<file path="src/rtl/game_pkg.sv">
// game_pkg: state encoding, LFSR constants and default countdown for game_ctrl.
package game_pkg;

    typedef enum logic [1:0] {
        ST_IDLE     = 2'd0,
        ST_ARMED    = 2'd1,
        ST_DEFUSED  = 2'd2,
        ST_EXPLODED = 2'd3
    } state_t;

    localparam logic [15:0] LFSR_SEED = 16'hACE1;
    // Bit i of the mask is tap i+1: taps 16/14/13/11.
    localparam logic [15:0] LFSR_TAPS = 16'hB400;

    localparam int DEFAULT_START_SEC = 300;

    function automatic logic [15:0] lfsr_step(input logic [15:0] cur);
        return {cur[14:0], ^(cur & LFSR_TAPS)};
    endfunction

endpackage

</file>
<file path="src/rtl/bcd_timer.sv">
// bcd_timer: BCD mm:ss countdown with synchronous load of START_SEC and
// a single-second decrement that holds at 0:00.
module bcd_timer
    import game_pkg::*;
#(
    parameter int START_SEC = DEFAULT_START_SEC
) (
    input  logic       Clk,
    input  logic       Rst_n,
    input  logic       load,
    input  logic       dec,
    output logic [3:0] min,
    output logic [2:0] sec_t,
    output logic [3:0] sec_u,
    output logic       zero
);

    localparam logic [3:0] LOAD_MIN   = 4'(START_SEC / 60);
    localparam logic [2:0] LOAD_SEC_T = 3'((START_SEC % 60) / 10);
    localparam logic [3:0] LOAD_SEC_U = 4'(START_SEC % 10);

    assign zero = (min == 4'd0) && (sec_t == 3'd0) && (sec_u == 4'd0);

    always_ff @(posedge Clk or negedge Rst_n) begin
        if (!Rst_n) begin
            min   <= LOAD_MIN;
            sec_t <= LOAD_SEC_T;
            sec_u <= LOAD_SEC_U;
        end else if (load) begin
            min   <= LOAD_MIN;
            sec_t <= LOAD_SEC_T;
            sec_u <= LOAD_SEC_U;
        end else if (dec && !zero) begin
            if (sec_u != 4'd0) begin
                sec_u <= sec_u - 4'd1;
            end else begin
                sec_u <= 4'd9;
                if (sec_t != 3'd0) begin
                    sec_t <= sec_t - 3'd1;
                end else begin
                    sec_t <= 3'd5;
                    min   <= min - 4'd1;
                end
            end
        end
    end

endmodule

</file>
<file path="src/rtl/game_ctrl.sv">
// game_ctrl: bomb-level countdown, strike accounting and arm/defuse/explode FSM.
// Define GAME_CTRL_SPEEDUP_EN to shorten the second period as strikes accrue.
//
// state       | meaning
// ST_IDLE     | timer held at START_SEC, waiting for start
// ST_ARMED    | countdown running, strikes counted
// ST_DEFUSED  | puzzle solved, everything frozen until start
// ST_EXPLODED | strikes or time ran out, buzzer on until start
module game_ctrl
    import game_pkg::*;
#(
    parameter int TICKS_PER_SEC = 1000,
    parameter int START_SEC     = DEFAULT_START_SEC,
    parameter int MAX_STRIKES   = 3,
    parameter int BEEP_MS       = 100
) (
    input  logic        Clk,
    input  logic        Rst_n,
    input  logic        start_btn,
    input  logic        wrong_tgl,
    input  logic        module_done,
    output logic [11:0] oseed,
    output logic        mod,
    output logic [1:0]  wrong_time,
    output logic [1:0]  strikes,
    output logic [3:0]  time_min,
    output logic [2:0]  time_sec_t,
    output logic [3:0]  time_sec_u,
    output logic [1:0]  state,
    output logic        beep
);

    localparam int PW = $clog2(TICKS_PER_SEC + 1);
    localparam int BW = $clog2(BEEP_MS + 1);

    state_t          state_q, state_nxt;
    logic [1:0]      start_sync, wrong_sync;
    logic            start_hist, wrong_hist;
    logic            start_ev, strike_ev;
    logic [15:0]     lfsr;
    logic [PW-1:0]   presc, period_q, period_nxt;
    logic [BW-1:0]   beep_cnt;
    logic [1:0]      strikes_d;
    logic            tick, strike_hit, detonate, timeout, time_zero;
    logic            tmr_load, tmr_dec;

    always_ff @(posedge Clk or negedge Rst_n) begin
        if (!Rst_n) begin
            start_sync <= '0;
            start_hist <= 1'b0;
            wrong_sync <= '0;
            wrong_hist <= 1'b0;
            lfsr       <= LFSR_SEED;
        end else begin
            start_sync <= {start_sync[0], start_btn};
            start_hist <= start_sync[1];
            wrong_sync <= {wrong_sync[0], wrong_tgl};
            wrong_hist <= wrong_sync[1];
            lfsr       <= lfsr_step(lfsr);
        end
    end

    assign start_ev  = start_sync[1] & ~start_hist;
    assign strike_ev = wrong_sync[1] ^ wrong_hist;

`ifdef GAME_CTRL_SPEEDUP_EN
    always_comb begin
        case (strikes)
            2'd0:    period_nxt = PW'(TICKS_PER_SEC);
            2'd1:    period_nxt = PW'((TICKS_PER_SEC * 3) / 4);
            default: period_nxt = PW'(TICKS_PER_SEC / 2);
        endcase
    end
`else
    assign period_nxt = PW'(TICKS_PER_SEC);
`endif

    assign tick       = (state_q == ST_ARMED) && (presc == period_q - PW'(1));
    assign strike_hit = (state_q == ST_ARMED) && strike_ev && !module_done;
    assign detonate   = strike_hit && (int'(strikes) + 1 == MAX_STRIKES);
    assign timeout    = tick && (time_min == 4'd0) && (time_sec_t == 3'd0)
                        && (time_sec_u == 4'd1);

    always_ff @(posedge Clk or negedge Rst_n) begin
        if (!Rst_n) state_q <= ST_IDLE;
        else        state_q <= state_nxt;
    end

    always_comb begin
        state_nxt = state_q;
        case (state_q)
            ST_IDLE:  if (start_ev) state_nxt = ST_ARMED;
            ST_ARMED: begin
                if (module_done)             state_nxt = ST_DEFUSED;
                else if (detonate || timeout) state_nxt = ST_EXPLODED;
            end
            default:  if (start_ev) state_nxt = ST_IDLE;
        endcase
    end

    // Period is re-sampled only at a wrap so a running second is never cut short.
    always_ff @(posedge Clk or negedge Rst_n) begin
        if (!Rst_n) begin
            presc    <= '0;
            period_q <= PW'(TICKS_PER_SEC);
        end else if (state_q == ST_IDLE) begin
            presc    <= '0;
            period_q <= PW'(TICKS_PER_SEC);
        end else if (state_q == ST_ARMED) begin
            if (tick) begin
                presc    <= '0;
                period_q <= period_nxt;
            end else begin
                presc <= presc + PW'(1);
            end
        end
    end

    always_comb begin
        strikes_d = strikes;
        if (state_nxt == ST_IDLE) strikes_d = 2'd0;
        else if (strike_hit)      strikes_d = strikes + 2'd1;
    end

    always_ff @(posedge Clk or negedge Rst_n) begin
        if (!Rst_n) begin
            strikes    <= 2'd0;
            wrong_time <= 2'd0;
            oseed      <= 12'd0;
            mod        <= 1'b0;
        end else begin
            strikes    <= strikes_d;
            wrong_time <= (strikes_d >= 2'd2) ? 2'd2 : strikes_d;
            if (state_q == ST_IDLE && start_ev) begin
                oseed <= lfsr[11:0];
                mod   <= lfsr[12];
            end
        end
    end

    always_ff @(posedge Clk or negedge Rst_n) begin
        if (!Rst_n) begin
            beep     <= 1'b0;
            beep_cnt <= '0;
        end else if (state_nxt == ST_EXPLODED) begin
            beep     <= 1'b1;
            beep_cnt <= '0;
        end else if (state_nxt == ST_ARMED) begin
            if (tick) begin
                beep     <= 1'b1;
                beep_cnt <= BW'(BEEP_MS - 1);
            end else if (beep_cnt != '0) begin
                beep     <= 1'b1;
                beep_cnt <= beep_cnt - BW'(1);
            end else begin
                beep <= 1'b0;
            end
        end else begin
            beep     <= 1'b0;
            beep_cnt <= '0;
        end
    end

    assign tmr_load = (state_nxt == ST_IDLE);
    assign tmr_dec  = tick && !module_done;

    bcd_timer #(.START_SEC(START_SEC)) u_timer (
        .Clk   (Clk),
        .Rst_n (Rst_n),
        .load  (tmr_load),
        .dec   (tmr_dec),
        .min   (time_min),
        .sec_t (time_sec_t),
        .sec_u (time_sec_u),
        .zero  (time_zero)
    );

    assign state = state_q;

endmodule

</file>
<file path="config.mk">
export PLATFORM = sky130hd
export DESIGN_NAME = game_ctrl
export DESIGN_NICKNAME = d
export VERILOG_FILES = /design/src/rtl/game_pkg.sv /design/src/rtl/bcd_timer.sv /design/src/rtl/game_ctrl.sv
export SDC_FILE = /design/constraint.sdc
export NUM_CORES = 1
export LEC_CHECK = 0
export BUFFER_PORTS_ARGS = -buffer_cell sky130_fd_sc_hd__buf_2
export CAP_MARGIN = 20
export CORE_MARGIN = 8
export CORE_UTILIZATION = 55
export CTS_CLUSTER_DIAMETER = 120
export DETAILED_ROUTE_END_ITERATION = 10
export GPL_TIMING_DRIVEN = 0
export HOLD_SLACK_MARGIN = 0.1
export PLACE_DENSITY = 0.8
export SYNTH_ARGS = -nofsm -noshare
export SYNTH_HDL_FRONTEND = slang
export SYNTH_SLANG_ARGS = --single-unit
</file>
<file path="constraint.sdc">
create_clock -name Clk -period 3.1 [get_ports Clk]
set_clock_uncertainty 0.15 [all_clocks]
set_input_delay 0.465 -clock Clk [delete_from_list [all_inputs] [get_ports Clk]]
set_output_delay 0.465 -clock Clk [all_outputs]
set_load 0.01 [all_outputs]
</file>
After elaboration in Yosys (flattened, before gate mapping)
Index checks and enable logic that the tools add are counted.

Add/subtract/negate cells: 8. Order comparisons: 1. Equality and inequality tests: 9. Multiplexer cells: 33. Bitwise logic cells: 3. Reductions and logical operators: 30.

Operator list (count): $mux W10 (6); $mux W4 (7); $mux W7 (4); $reduce_xor A16 Y1 (1); $mux W2 (7); $logic_and A1 B1 Y1 (12); $mux W3 (4); $add A10 B1 Y10 const B (1); $eq A10 B10 Y1 (1); $sub A10 B1 Y10 const B (1); $logic_not A4 Y1 (2); $sub A4 B1 Y4 const B (2); $reduce_bool A7 Y1 (1); $sub A7 B1 Y7 const B (1); $reduce_bool A2 Y1 (3); $eq A2 B1 Y1 const B (2); $eq A4 B1 Y1 const B (1); $logic_not A2 Y1 (2); $mux W1 (4); $ne A2 B2 Y1 const B (2); $ne A4 B3 Y1 const B (1); $pmux W2 S2 (1); $reduce_and A2 Y1 (2); $reduce_bool A4 Y1 (1); other kinds (14) (15).

Register bits: 80.

Logic depth before layout (Yosys ltp)
Word-level depth: 14. Depth in mapped cells: 6. Gate-level depth less buffers: 6.

By module
Synthesis repeated with hierarchy kept, for this count alone.

Cells, all modules: 258. Area total of the unflattened synthesis: 3086.7 sq um.

Modules (own cells, without submodules): game_ctrl (instances 1, cells each 183, area each 2361.0 sq um, sequential area each 1486.4 sq um); bcd_timer (instances 1, cells each 75, area each 725.7 sq um, sequential area each 277.8 sq um).

Worst setup path after synthesis
No wires, ideal clock.

Kind: reg-to-reg. Start: register u_timer.sec_u[0]. End: register u_timer.sec_t[0]. Arrival time: 1780 ps. Setup slack: 1092 ps. Stages on the path, launching flop included: 6. Buffers on the path: 1. Clock period less this slack: 2008 ps. Cells stage by stage: dfrtp_1 > buf_6 > or4_4 > a211o_1 > or3_1 > a21oi_1.

Cells in the longest elaborated chain, start to end: 9. Elaborated cells on any way between the ends: 16. Classes of those cells: 2 x eq/ne; 4 x mux; 10 x reduce/logical.

RTL lines: from (decl) (line bcd_timer.sv:14) `output logic [3:0] sec_u,`; from (signal assigned) (line bcd_timer.sv:35) `sec_u <= sec_u - 4'd1;`; $eq A4 B1 Y1 (line game_ctrl.sv:82) `&& (time_sec_u == 4'd1);`; $logic_and A1 B1 Y1 (line game_ctrl.sv:82); $logic_or A1 B1 Y1 (line game_ctrl.sv:95) `else if (detonate || timeout) state_nxt = ST_EXPLODED;`; $mux W2 (line game_ctrl.sv:95); $mux W2 (line game_ctrl.sv:94) `if (module_done) state_nxt = ST_DEFUSED;`; $pmux W2 S2 (line game_ctrl.sv:91) `case (state_q)`; $logic_not A2 Y1 (line game_ctrl.sv:164) `assign tmr_load = (state_nxt == ST_IDLE);`; $ne A2 B2 Y1 (no source line) / $reduce_bool A2 Y1 (equally long branches); $reduce_and A2 Y1 (no source line); to (signal assigned) (line bcd_timer.sv:39) `sec_t <= sec_t - 3'd1;`; to (decl) (line bcd_timer.sv:13) `output logic [2:0] sec_t,`.

Parallel ways exist; a longest one is shown, timed or not. A chain may end at the register's enable or synchronous reset.

Final worst setup path
Start: register state_q[1], in the netlist state[1]. End: register oseed[11].

Cells in the longest elaborated chain, start to end: 2.

RTL lines: from (decl) (line game_ctrl.sv:36) `state_t state_q, state_nxt;`; from (signal assigned) (line game_ctrl.sv:86) `else state_q <= state_nxt;`; $logic_not A2 Y1 (line game_ctrl.sv:134) `if (state_q == ST_IDLE && start_ev) begin`; $logic_and A1 B1 Y1 (line game_ctrl.sv:134); to (signal assigned) (line game_ctrl.sv:135) `oseed <= lfsr[11:0];`; to (decl) (line game_ctrl.sv:22) `output logic [11:0] oseed,`.

Every way passes these cells.

==> metrics.txt <==
Worst-Skew Late Latency 350 ps; Detail Route Antenna Nets 0; largest net degree at the start of global routing 71; fmax 430 MHz; Max Slew Vio Count 0; vias 2255; DP Cell Count 370; synth warn 0; Die W 90.6 µm; # port buffers 35; fin crit period 2320 ps; row count 27; Crit. End Element flop; number of max-cap violations 0; Tcrit/Tclk final 74.9%; area grow syn2layout 16.4%; vias per cell 5.81; top post-synthesis cells by area dfrtp_1 (49%), dfstp_2 (8.6%), mux2_2 (5.2%); CORE AREA 0.00544 mm²; run status complete, no violations; Distinct cells, synth 54; Total GRT Usage 16.3%; area leader, netlist dfrtp_1; total gr overflow 0; Mapped Area 0.00306 mm²; clock sinks 70; initial drt markers 120; antenna cells 0; Setup TNS 0 ps; clock transition at the registers of the reported paths 70 ps; fin area 0.00356 mm²; die area 0.00821 mm²; Synth Flop Type dfrtp_1; Worst Hold Class in2async; Post-synth EDFFs 0; GP Congestion 0.825; async set-reset flop share out of synthesis 100%; Setup crit start kind flop; final net count 321; Tot Pwr 2.23 mW; CTS buffer count 9; Worst-Margin Slew 953 ps; register bit total from synthesis 70; Syn Area/Cell 11.6 µm²; final hold vios 0; DRC 0; hpwl dp 4240 µm; CTS resizes 0; Post-CTS Setup Bufs 0; Pleak 1.63 nW; area of placed instances 0.00333 mm²; RSZ-0062 raised after global routing false; Synth Net Count 273; effective utilization at floorplan 56.3%; First-pass DRT Iterations 4; sequential fraction of the synthesis area 57.6%; max incr delay on CP 660 ps; initial antenna violation count 0; clk buf depth 2; final setup vio count 0; Cell Chain, Critical Path clkbuf_1 > nor3_1 > buf_2 > mux2_2; first-pass GRT wire length 10700 µm; non-filler cells, final 388; layout cells sized above 1 28.5%; Worst EP required 3180 ps; number of I/O pins 36; Worst EP arrival 2400 ps; detailed-route wire length per cell 16.4 µm; CTS root buffer clkbuf_8; Die H 90.6 µm; most common cell in the netlist dfrtp_1; top-area cell type share of the netlist area 49.1%; Relative slew margins 35.9%; Worst VDD drop 0.425 mV; most instantiated cells after synthesis dfrtp_1 (60), nand2_1 (18), a21oi_1 (17); H-tree Lvls 3; Hold WS 54.4 ps; Mapped Cells 263; Max Fanout on Critical Path 10; PwrDens 627 mW/mm²; CTS tree built; critical-path cell with the highest stage delay nor3_1; vias in the first global route 2250; Setup Crit Path Kind reg2reg; wirelength, routed 6380 µm
==> repair_timing <==
item / 4_1_cts / 5_1_grt
hold buffers: 2 / 0
setup endpoints to repair: 0 / 0
hold endpoints to repair: 2 / 0
==> critical path: cells and delay by family (launching register included) <==
kind,cells,cell delay [ps]
and+or+nand+nor,1,660
DFF,1,420
muxes,1,370
buffers and inverters,2,600
==> path summary, 6_finish.rpt <==
check | from | slack, ps | to | depth (start not counted)
max in group asynchronous | Rst_n | 2150 | presc[6] | 1
min reg2reg | wrong_sync[0] | 200 | wrong_sync[1] | 0
min in group Clk | wrong_sync[0] | 200 | wrong_sync[1] | 0
min | Rst_n | 50 | presc[4] | 1
max | state[1] | 780 | oseed[11] | 4
max reg2reg | state[1] | 780 | oseed[11] | 4
==> cell families (layout without fill, tap and decap cells) <==
family / count (synthesis) / count (layout) / share of synthesized area (%)
flip-flops: 70 / 70 / 57.6
adder cells (fa/ha/maj): 5 / 5 / 2.04
AO/OA/AOI/OAI: 55 / 55 / 11.0
AND/OR/NAND/NOR: 93 / 93 / 18.4
multiplexers: 14 / 14 / 5.15
XOR/XNOR: 11 / 11 / 3.15
buffers and inverters: 15 / 68 / 2.58
==> sequential cells by signal, indices dropped and copies added (netlist names), 3 cells and up <==
signal         flops
presc             10
u_timer.sec_t      3
oseed             12
lfsr              16
u_timer.sec_u      4
u_timer.min        4
beep_cnt           7
==> cell type report <==
type                       instances  area, µm²
tap                               72       90.1
inverter                           8       30.0
clock inverter                     5       83.8
fill                             426       1880
multi-input combinational        178       1220
sequential                        70       1760
clock buffer                      11        131
buffer                             7       48.8
timing repair buffer              37        198
==> metal layers <==
metal,routed length (µm),track usage (%),vias up
li1,-,-,1069
met1,2770,19.7,1098
met2,3060,25.0,72
met3,361,4.90,16
met4,184,9.57,0
met5,0,0,-
==> placed cells by master, fill, tap and decap left out, drive strengths merged, types with 3 or more instances in the layout <==
cell type  count
dfrtp         60
buf           38
nand2         18
a21oi         17
clkbuf        15
o21ai         14
mux2          14
dfstp         10
nor2           9
inv            8
xnor2          8
nor4           8
nand3          7
nor3           7
nand4          7
a31oi          6
nand2b         5
or3            5
ha             5
nand3b         4
nand4b         4
or4            4
xor2           3
o31ai          3
and4           3
==> power by group <==
part	total [mW]	internal (mW)	switching, mW
combinational	0.424	0.151	0.273
clock	0.797	0.455	0.343
sequential	1.01	0.963	0.0489
==> stage by stage <==
stage	utilization [%]	setup WS (ps)
after detailed placement	61.2	762
final	65.5	777
after CTS	65.5	732
after global routing	65.5	570
after global placement	61.1	809
after floorplan	-	1090
Power figures use the tool's default switching activity.
